**src/rtl/ysyx_22040175_pipe_skid_reg_pkg.sv**
```systemverilog
// Shared definitions for the valid/ready skid pipeline register.
// State is the pair {main_v, skid_v}; 2'b01 cannot occur.
package ysyx_22040175_pipe_skid_reg_pkg;

    typedef logic [1:0] skid_state_t;

    localparam skid_state_t ST_EMPTY = 2'b00;
    localparam skid_state_t ST_BUSY  = 2'b10;
    localparam skid_state_t ST_FULL  = 2'b11;

endpackage

```
**src/rtl/ysyx_22040175_pipe_skid_reg_sat_cnt.sv**
```systemverilog
// Saturating up-counter with increment enable; cleared only by reset.
// Used for the stall/bubble counters when PIPE_SKID_PERF_EN is defined.
module ysyx_22040175_sat_cnt
    import ysyx_22040175_pipe_skid_reg_pkg::*;
#(
    parameter int CNT_W = 32
) (
    input  logic             clk,
    input  logic             rst,
    input  logic             inc,
    output logic [CNT_W-1:0] cnt
);

    always_ff @(posedge clk or posedge rst) begin
        if (rst) begin
            cnt <= '0;
        end else if (inc && !(&cnt)) begin
            cnt <= cnt + CNT_W'(1);
        end
    end

endmodule

```
**src/rtl/ysyx_22040175_pipe_skid_reg.sv**
```systemverilog
// Valid/ready pipeline register with a 2-entry skid buffer and flush.
// Perf counters exist only when PIPE_SKID_PERF_EN is defined.
module ysyx_22040175_pipe_skid_reg
    import ysyx_22040175_pipe_skid_reg_pkg::*;
#(
    parameter int                DATA_W   = 64,
    parameter logic [DATA_W-1:0] RST_DATA = '0,
    parameter int                CNT_W    = 32
) (
    input  logic              clk,
    input  logic              rst,
    input  logic              flush,
    input  logic              in_valid,
    output logic              in_ready,
    input  logic [DATA_W-1:0] in_data,
    output logic              out_valid,
    input  logic              out_ready,
    output logic [DATA_W-1:0] out_data,
    output logic [CNT_W-1:0]  stall_cnt,
    output logic [CNT_W-1:0]  bubble_cnt
);

    logic              main_v;
    logic              skid_v;
    logic [DATA_W-1:0] main_d;
    logic [DATA_W-1:0] skid_d;
    logic              in_fire;
    logic              out_fire;
    skid_state_t       state;

    // Ready depends only on a flop plus flush, so no comb path from out_ready.
    assign in_ready  = !flush && !skid_v;
    assign in_fire   = in_valid && in_ready;
    assign out_fire  = main_v && out_ready;
    assign out_valid = main_v;
    assign out_data  = main_d;
    assign state     = {main_v, skid_v};

    always_ff @(posedge clk or posedge rst) begin
        if (rst) begin
            main_v <= 1'b0;
            skid_v <= 1'b0;
            main_d <= RST_DATA;
            skid_d <= RST_DATA;
        end else if (flush) begin
            main_v <= 1'b0;
            skid_v <= 1'b0;
        end else begin
            case (state)
                ST_EMPTY: begin
                    if (in_fire) begin
                        main_v <= 1'b1;
                        main_d <= in_data;
                    end
                end
                ST_BUSY: begin
                    if (in_fire && out_fire) begin
                        main_d <= in_data;
                    end else if (in_fire) begin
                        skid_v <= 1'b1;
                        skid_d <= in_data;
                    end else if (out_fire) begin
                        main_v <= 1'b0;
                    end
                end
                ST_FULL: begin
                    // Skid always holds the younger beat, so it moves up.
                    if (out_fire) begin
                        main_d <= skid_d;
                        skid_v <= 1'b0;
                    end
                end
                default: begin
                    main_v <= 1'b0;
                    skid_v <= 1'b0;
                end
            endcase
        end
    end

`ifdef PIPE_SKID_PERF_EN
    logic stall_inc;
    logic bubble_inc;

    assign stall_inc  = main_v && !out_ready;
    assign bubble_inc = !main_v;

    ysyx_22040175_sat_cnt #(
        .CNT_W(CNT_W)
    ) u_stall_cnt (
        .clk(clk),
        .rst(rst),
        .inc(stall_inc),
        .cnt(stall_cnt)
    );

    ysyx_22040175_sat_cnt #(
        .CNT_W(CNT_W)
    ) u_bubble_cnt (
        .clk(clk),
        .rst(rst),
        .inc(bubble_inc),
        .cnt(bubble_cnt)
    );
`else
    assign stall_cnt  = '0;
    assign bubble_cnt = '0;
`endif

endmodule
```
**config.mk**
```make
export PLATFORM = sky130hd
export DESIGN_NAME = ysyx_22040175_pipe_skid_reg
export DESIGN_NICKNAME = d
export VERILOG_FILES = /design/src/rtl/ysyx_22040175_pipe_skid_reg_pkg.sv /design/src/rtl/ysyx_22040175_pipe_skid_reg_sat_cnt.sv /design/src/rtl/ysyx_22040175_pipe_skid_reg.sv
export SDC_FILE = /design/constraint.sdc
export NUM_CORES = 1
export LEC_CHECK = 0
export BUFFER_PORTS_ARGS = -buffer_cell sky130_fd_sc_hd__buf_2
export CAP_MARGIN = 20
export CORE_MARGIN = 1.5
export CORE_UTILIZATION = 55
export CTS_CLUSTER_SIZE = 8
export DETAILED_ROUTE_END_ITERATION = 10
export GPL_ROUTABILITY_DRIVEN = 0
export PLACE_DENSITY_LB_ADDON = 0.15
export SYNTH_ARGS = -nofsm -noshare
export SYNTH_HDL_FRONTEND = slang
export SYNTH_SLANG_ARGS = --single-unit
```
**constraint.sdc**
```tcl
create_clock -name clk -period 7.8 [get_ports clk]
set_input_delay 1.56 -clock clk [delete_from_list [all_inputs] [get_ports clk]]
set_output_delay 1.56 -clock clk [all_outputs]
set_load 0.01 [all_outputs]
```
==> summary.md, run 1 <==
| Metric | Value |
|---|---|
| Initial Utilization | 56.4% |
| Synth-to-Final Area Change | 17.5% |
| Register area share after synthesis | 53.2% |
| I/O Pins | between 150 and 200 |
| Post_cts resized | 0 |
| Leading area contributor after synthesis | dfrtp_1 |
| Clk sinks | 130 |
| Synth top area cells | dfrtp_1, mux2_2, buf_4 |
| Site Rows | 38 |
| Post-Syn Instances | 419 |
| Routed Antenna Nets | 0 |
| Vias in the first global route | approximately 3700 |
| Clk root buf | clkbuf_8 |
| Final Critical Period | 3.46 ns |
| Commonest non-fill, non-tap cells in the layout | mux2_2, buf_2, dfrtp_1, conb_1, clkbuf_16 |
| Setup tns final | 0 ns |
| Non-Filler Instances | 706 |
| Crit end category | primary output |
| Core area | 10800 um2 |
| DRC Markers | 0 |
| CTS tree | built |
| Worst-margin pin slew | 0.924 ns |
| Global route overflow | 0 |
| Leak Pwr | 3.46 nW |
| Fill cells | 817 |
| GRT Total Usage | between 10% and 20% |
| Initial antenna violation count | 0 |
| Clock latency on the worst-skew pair | 0.52 ns |
| Pre-CTS setup slack | 4.35 ns |
| #FFs+latches synth | 130 |
| Critical Path RT | 6.24 ns |
| DRT Pass-1 Iters | 4 |
| Clock H-tree levels | 4 |
| Syn. warnings | 0 |
| Max_cap viols | 0 |
| Placed insts | 677 |
| Synth top area share | 53.2% |
| Worst min path class | register to register |
| DR WL/cell | 15.4 um |
| Fin util | 66.3% |
| Distinct cells, synth | 18 |
| NumNets Final | 625 |
| RSZ-0062 raised after global routing | false |
| Die ar. | 11800 um2 |
| Final WS setup | 4.34 ns |
| Worst setup path category | primary input to primary output |
| CP Launch Type | primary input |
| Post-CTS Setup Bufs | 0 |
| Num CTS Buffers | 17 |
| CTS max path bufs | 2 |
| Worst-path clk slew | 0.05 ns |
| First-pass GRT wire length | 17600 um |
| WP data arrival | 1.90 ns |
| Critical Path Fanout Max | 4 |
| Hold Vio Cnt, Final | 0 |
| Post-Syn Area per Cell | 14.6 um2 |
| Highest clock rate | 0.289 GHz |
| Max VDD drop | 0.139 mV |
| Rel. slew slack | a little under two fifths |
| Most common cell after layout, fill and taps aside | mux2_2 |
| N_diodes | 0 |
| Status | finished, final reports clean |
| Clock Skew | 0.00655 ns |
| Largest net degree at the start of global routing | 76 |
| Vias per inst | 4.99 |
| Layout cells sized above 1 | 62.9% |
| Crit path max-delay cell type | buf_2 |
| Final Routed Wirelength | between 10000 and 15000 um |
| 1st-iter DRT viols | 119 |
| Critical path's most frequent cell | buf_2 |
| PD cells | roughly 270 nW/um2 |
| Tcrit/Tclk final | 44.3% |
| Slew Viols, Final | 0 |
| Number of port buffers | 134 |
| Hpwl dp | 6970 um |
| CTS Hold Bufs | 0 |
| R2R setup slack | 5.52 ns |
| Post-synthesis cell area | ~6100 um2 |
| DIE WIDTH | 108 um |
| Final setup fails | 0 |
| Cell Chain, Critical Path | buf_2 -> nor2_1 -> buf_2 |
| Vias | 3526 |
| Die Height | 108 um |
| Worst stage delay on the critical path | roughly 0.13 ns |
layout make-up:
type	count	area (um2)	area share, %
flip-flops and latches	130	3250	45.3
inverters	2	10.0	0.139
well taps	140	175	2.44
multi-input cells	267	2490	34.6
repair buffers	138	701	9.75
clock buffers	23	477	6.64
clock inverters	6	80.1	1.11
sequential cells by signal, indices dropped and copies added (netlist names):
register / flops
out_valid: 1
out_data: 64
skid_v: 1
skid_d: 64
stage by stage:
step,area (um2),total power [W],hold WS [ns]
2_1_floorplan,6350,0.00114,0.475
3_3_place_gp,6630,0.00122,0.463
3_5_place_dp,6630,0.00124,0.474
4_1_cts,7180,0.00199,0.487
5_1_grt,7180,0.00207,0.506
6_report,7180,0.00197,0.483
cell usage after synthesis:
| master | n |
|---|---|
| o21ai_0 | 1 |
| mux2_1 | 4 |
| a21oi_1 | 1 |
| conb_1 | 1 |
| nor2_1 | 3 |
| nor2b_1 | 1 |
| mux2_2 | 188 |
| and3b_1 | 1 |
| nand2b_1 | 1 |
| nand2_1 | 1 |
| clkbuf_1 | 7 |
| dfrtp_1 | 130 |
| a2111oi_4 | 1 |
| inv_1 | 2 |
| buf_2 | 6 |
| buf_6 | 6 |
| buf_4 | 64 |
| nand4b_1 | 1 |
metal layers:
layer,GRT usage (%),vias up,part of all wire [%]
li1,-,1616,-
met1,23.9,1769,41
met2,32.6,130,51
met3,7.72,11,7.7
met4,6.48,0,1.0
met5,0,-,0
worst max-delay path, delay by kind of cell:
family                 cells  cell delay, ns
and+or+nand+nor            1            0.08
buffers and inverters      2            0.26
final timing paths:
kind,startpoint,end,depth (start not counted)
max,flush,in_ready,3
min,out_data[40],out_data[40],1
max reg2reg,skid_v,out_data[2],4
min reg2reg,out_data[40],out_data[40],1
max in group asynchronous,rst,skid_d[7],3
min in group asynchronous,rst,skid_d[34],2
where the power goes:
group | total, W | switching, W | internal (W)
logic | 0.000329 | 0.000145 | 0.000184
registers | 0.000897 | 0.0000730 | 0.000824
clock network | 0.000742 | 0.000261 | 0.000480
total | 0.00197 | 0.000479 | 0.00149
kinds of logic (layout without fill, tap and decap cells):
logic type / Yosys count / after routing / synth area share, %
flops: 130 / 130 / 53.2
compound gates: 3 / 3 / 0.614
mux: 192 / 192 / 35.4
other cells: 1 / 64 / 0.0613
simple gates: 8 / 8 / 0.737
buf+inv: 85 / 169 / 10.0
No activity file was read; power rests on OpenSTA's default activity.
==> inputs of run 2 (changes only) <==
--- a/config.mk
+++ b/config.mk
@@ -8,7 +8,7 @@
 export BUFFER_PORTS_ARGS = -buffer_cell sky130_fd_sc_hd__buf_2
 export CAP_MARGIN = 20
 export CORE_MARGIN = 1.5
-export CORE_UTILIZATION = 55
+export CORE_UTILIZATION = 46
 export CTS_CLUSTER_SIZE = 8
 export DETAILED_ROUTE_END_ITERATION = 10
 export GPL_ROUTABILITY_DRIVEN = 0
==> constraint.sdc (replaced) <==
create_clock -name clk -period 3 [get_ports clk]
set_input_delay 0.6 -clock clk [delete_from_list [all_inputs] [get_ports clk]]
set_output_delay 0.6 -clock clk [all_outputs]
set_load 0.01 [all_outputs]
==> run 2 against run 1 <==
Net effect: clock power rose to 3.2 times the previous value; die area rose by 19%; worst hold slack got worse by 0.38 ns; global-route usage fell by 2.6 points; clock-buffer cell count fell by 1; worst setup slack got worse by 3.3 ns; non-clock buffer count rose by 4; power rose to 2.8 times the previous value; wire length rose by 5.9%; clock skew fell by 0.0014 ns; core utilization fell by 8.1 points.
==> summary.md, run 2 (synthesized netlist as in run 1, its figures left out) <==
| Metric | Value |
|---|---|
| DRT Pass-1 Iters | 4 |
| Setup tns final | 0 ns |
| Clk sinks | 130 |
| PD cells | 747 nW/um2 |
| Worst-path clk slew | 0.05 ns |
| Total power | 0.00555 W |
| Routed Antenna Nets | 0 |
| 1st-iter DRT viols | 77 |
| Post-CTS Setup Bufs | 0 |
| Most common cell after layout, fill and taps aside | mux2_2 |
| Vias | 3571 |
| CTS tree | built |
| Final Critical Period | 1.92 ns |
| NumNets Final | 629 |
| Synth-to-Final Area Change | 21.4% |
| Number of port buffers | 134 |
| N_diodes | 0 |
| Site Rows | 41 |
| DRC Markers | 0 |
| Cell Chain, Critical Path | nor2b_1 -> a2111oi_4 -> buf_12 -> mux2_2 |
| Fill cells | 1069 |
| Crit end category | register |
| Clock latency on the worst-skew pair | 0.41 ns |
| Hpwl dp | around 7400 um |
| Highest clock rate | 0.520 GHz |
| Final Routed Wirelength | 11500 um |
| Hold_ws | 0.106 ns |
| Die Height | 118 um |
| Initial Utilization | between 40% and 50% |
| DIE WIDTH | 118 um |
| Clock Skew | 0.00519 ns |
| DR WL/cell | between 15 and 20 um |
| Layout cells sized above 1 | between 60% and 70% |
| Max_cap viols | 0 |
| Critical Path Fanout Max | 64 |
| Initial antenna violation count | 0 |
| Clock H-tree levels | 4 |
| Post_cts resized | 0 |
| Vias in the first global route | 3693 |
| Slew Viols, Final | 0 |
| Num CTS Buffers | 17 |
| Global route overflow | 0 |
| Worst-margin pin slew | 0.892 ns |
| Hold Vio Cnt, Final | 0 |
| CTS Hold Bufs | 0 |
| Worst min path class | primary input to async pin |
| Leak Pwr | 3.54 nW |
| Core area | 12800 um2 |
| Critical Path RT | 3.28 ns |
| Status | finished, final reports clean |
| Vias per inst | between 4 and 5 |
| Die ar. | 14000 um2 |
| I/O Pins | approximately 200 |
| GRT Total Usage | approximately 17% |
| RSZ-0062 raised after global routing | false |
| Max VDD drop | 0.420 mV |
| Tcrit/Tclk final | 64.1% |
| Rel. slew slack | 40.5% |
| Worst setup path category | register to register |
| CTS max path bufs | 2 |
| First-pass GRT wire length | 18800 um |
| Clk root buf | clkbuf_16 |
| Final setup fails | 0 |
| Largest net degree at the start of global routing | 65 |
| WP data arrival | roughly 2.2 ns |
| Crit path max-delay cell type | dfrtp_1 |
| CP Launch Type | register |
| Worst stage delay on the critical path | about 0.43 ns |
| Commonest non-fill, non-tap cells in the layout | mux2_2, buf_2, dfrtp_1, conb_1, clkbuf_16 |
==> run 2: cell types whose count changed in the layout (fill, tap and decap cells not counted) <==
cell | previous run | this run
buf_12 | 0 | 4
bufinv_16 | 2 | 6
clkbuf_8 | 5 | 3
clkinvlp_4 | 0 | 2
clkbuf_16 | 16 | 17
clkinv_2 | 4 | 3
inv_4 | 1 | 0
==> run 2: power by group <==
| part | switching [W] | internal, W |
|---|---|---|
| logic | 0.000377 | 0.000486 |
| clock network | 0.000726 | 0.00162 |
| registers | 0.000193 | 0.00214 |
==> run 2: critical path, delay by kind of cell, from the launching register on <==
family | cells | cell delay (ns)
AOI/OAI and AO/OA | 1 | 0.38
muxes | 1 | 0.39
buffers and inverters | 1 | 0.38
DFF | 1 | 0.43
and+or+nand+nor | 1 | 0.18
==> run 2: worst paths after layout <==
check,startpoint,cells after the start,endpoint,slack [ns]
setup / recovery,skid_v,4,out_data[58],1.08
hold reg to reg,out_data[38],1,out_data[38],0.48
min in group clk,flush,2,out_valid,0.43
hold / removal,rst,2,skid_d[38],0.11
setup reg to reg,skid_v,4,out_data[58],1.08
max in group asynchronous,rst,4,out_data[50],2.11
==> run 2: layout make-up <==
class | instances | area [um2] | share of cell area [%]
tap | 172 | 215 | 2.90
clock inverter | 10 | 203 | 2.73
multi-input combinational | 267 | 2490 | 33.5
timing repair buffer | 142 | 781 | 10.5
clock buffer | 22 | 474 | 6.39
inverter | 2 | 11.3 | 0.152
sequential | 130 | 3250 | 43.8
==> run 2: per-layer routing <==
metal	part of all wire [%]	GRT usage [%]	wire length, um
met5	0	0	0
met4	1.2	7.32	138
met3	6.0	5.26	693
met2	49	27.5	5710
met1	43	21.7	5010
==> run 2: metrics by stage <==
stage | std cells | worst slack (ns) | instance area (um2) | util, %
2_1_floorplan | 482 | 0.791 | 6350 | -
3_3_place_gp | 712 | 0.828 | 6730 | 52.7
3_5_place_dp | 712 | 0.801 | 6730 | 52.7
4_1_cts | 744 | 1.07 | 7400 | 58.0
5_1_grt | 745 | 1.00 | 7420 | 58.1
6_report | 745 | 1.08 | 7420 | 58.1
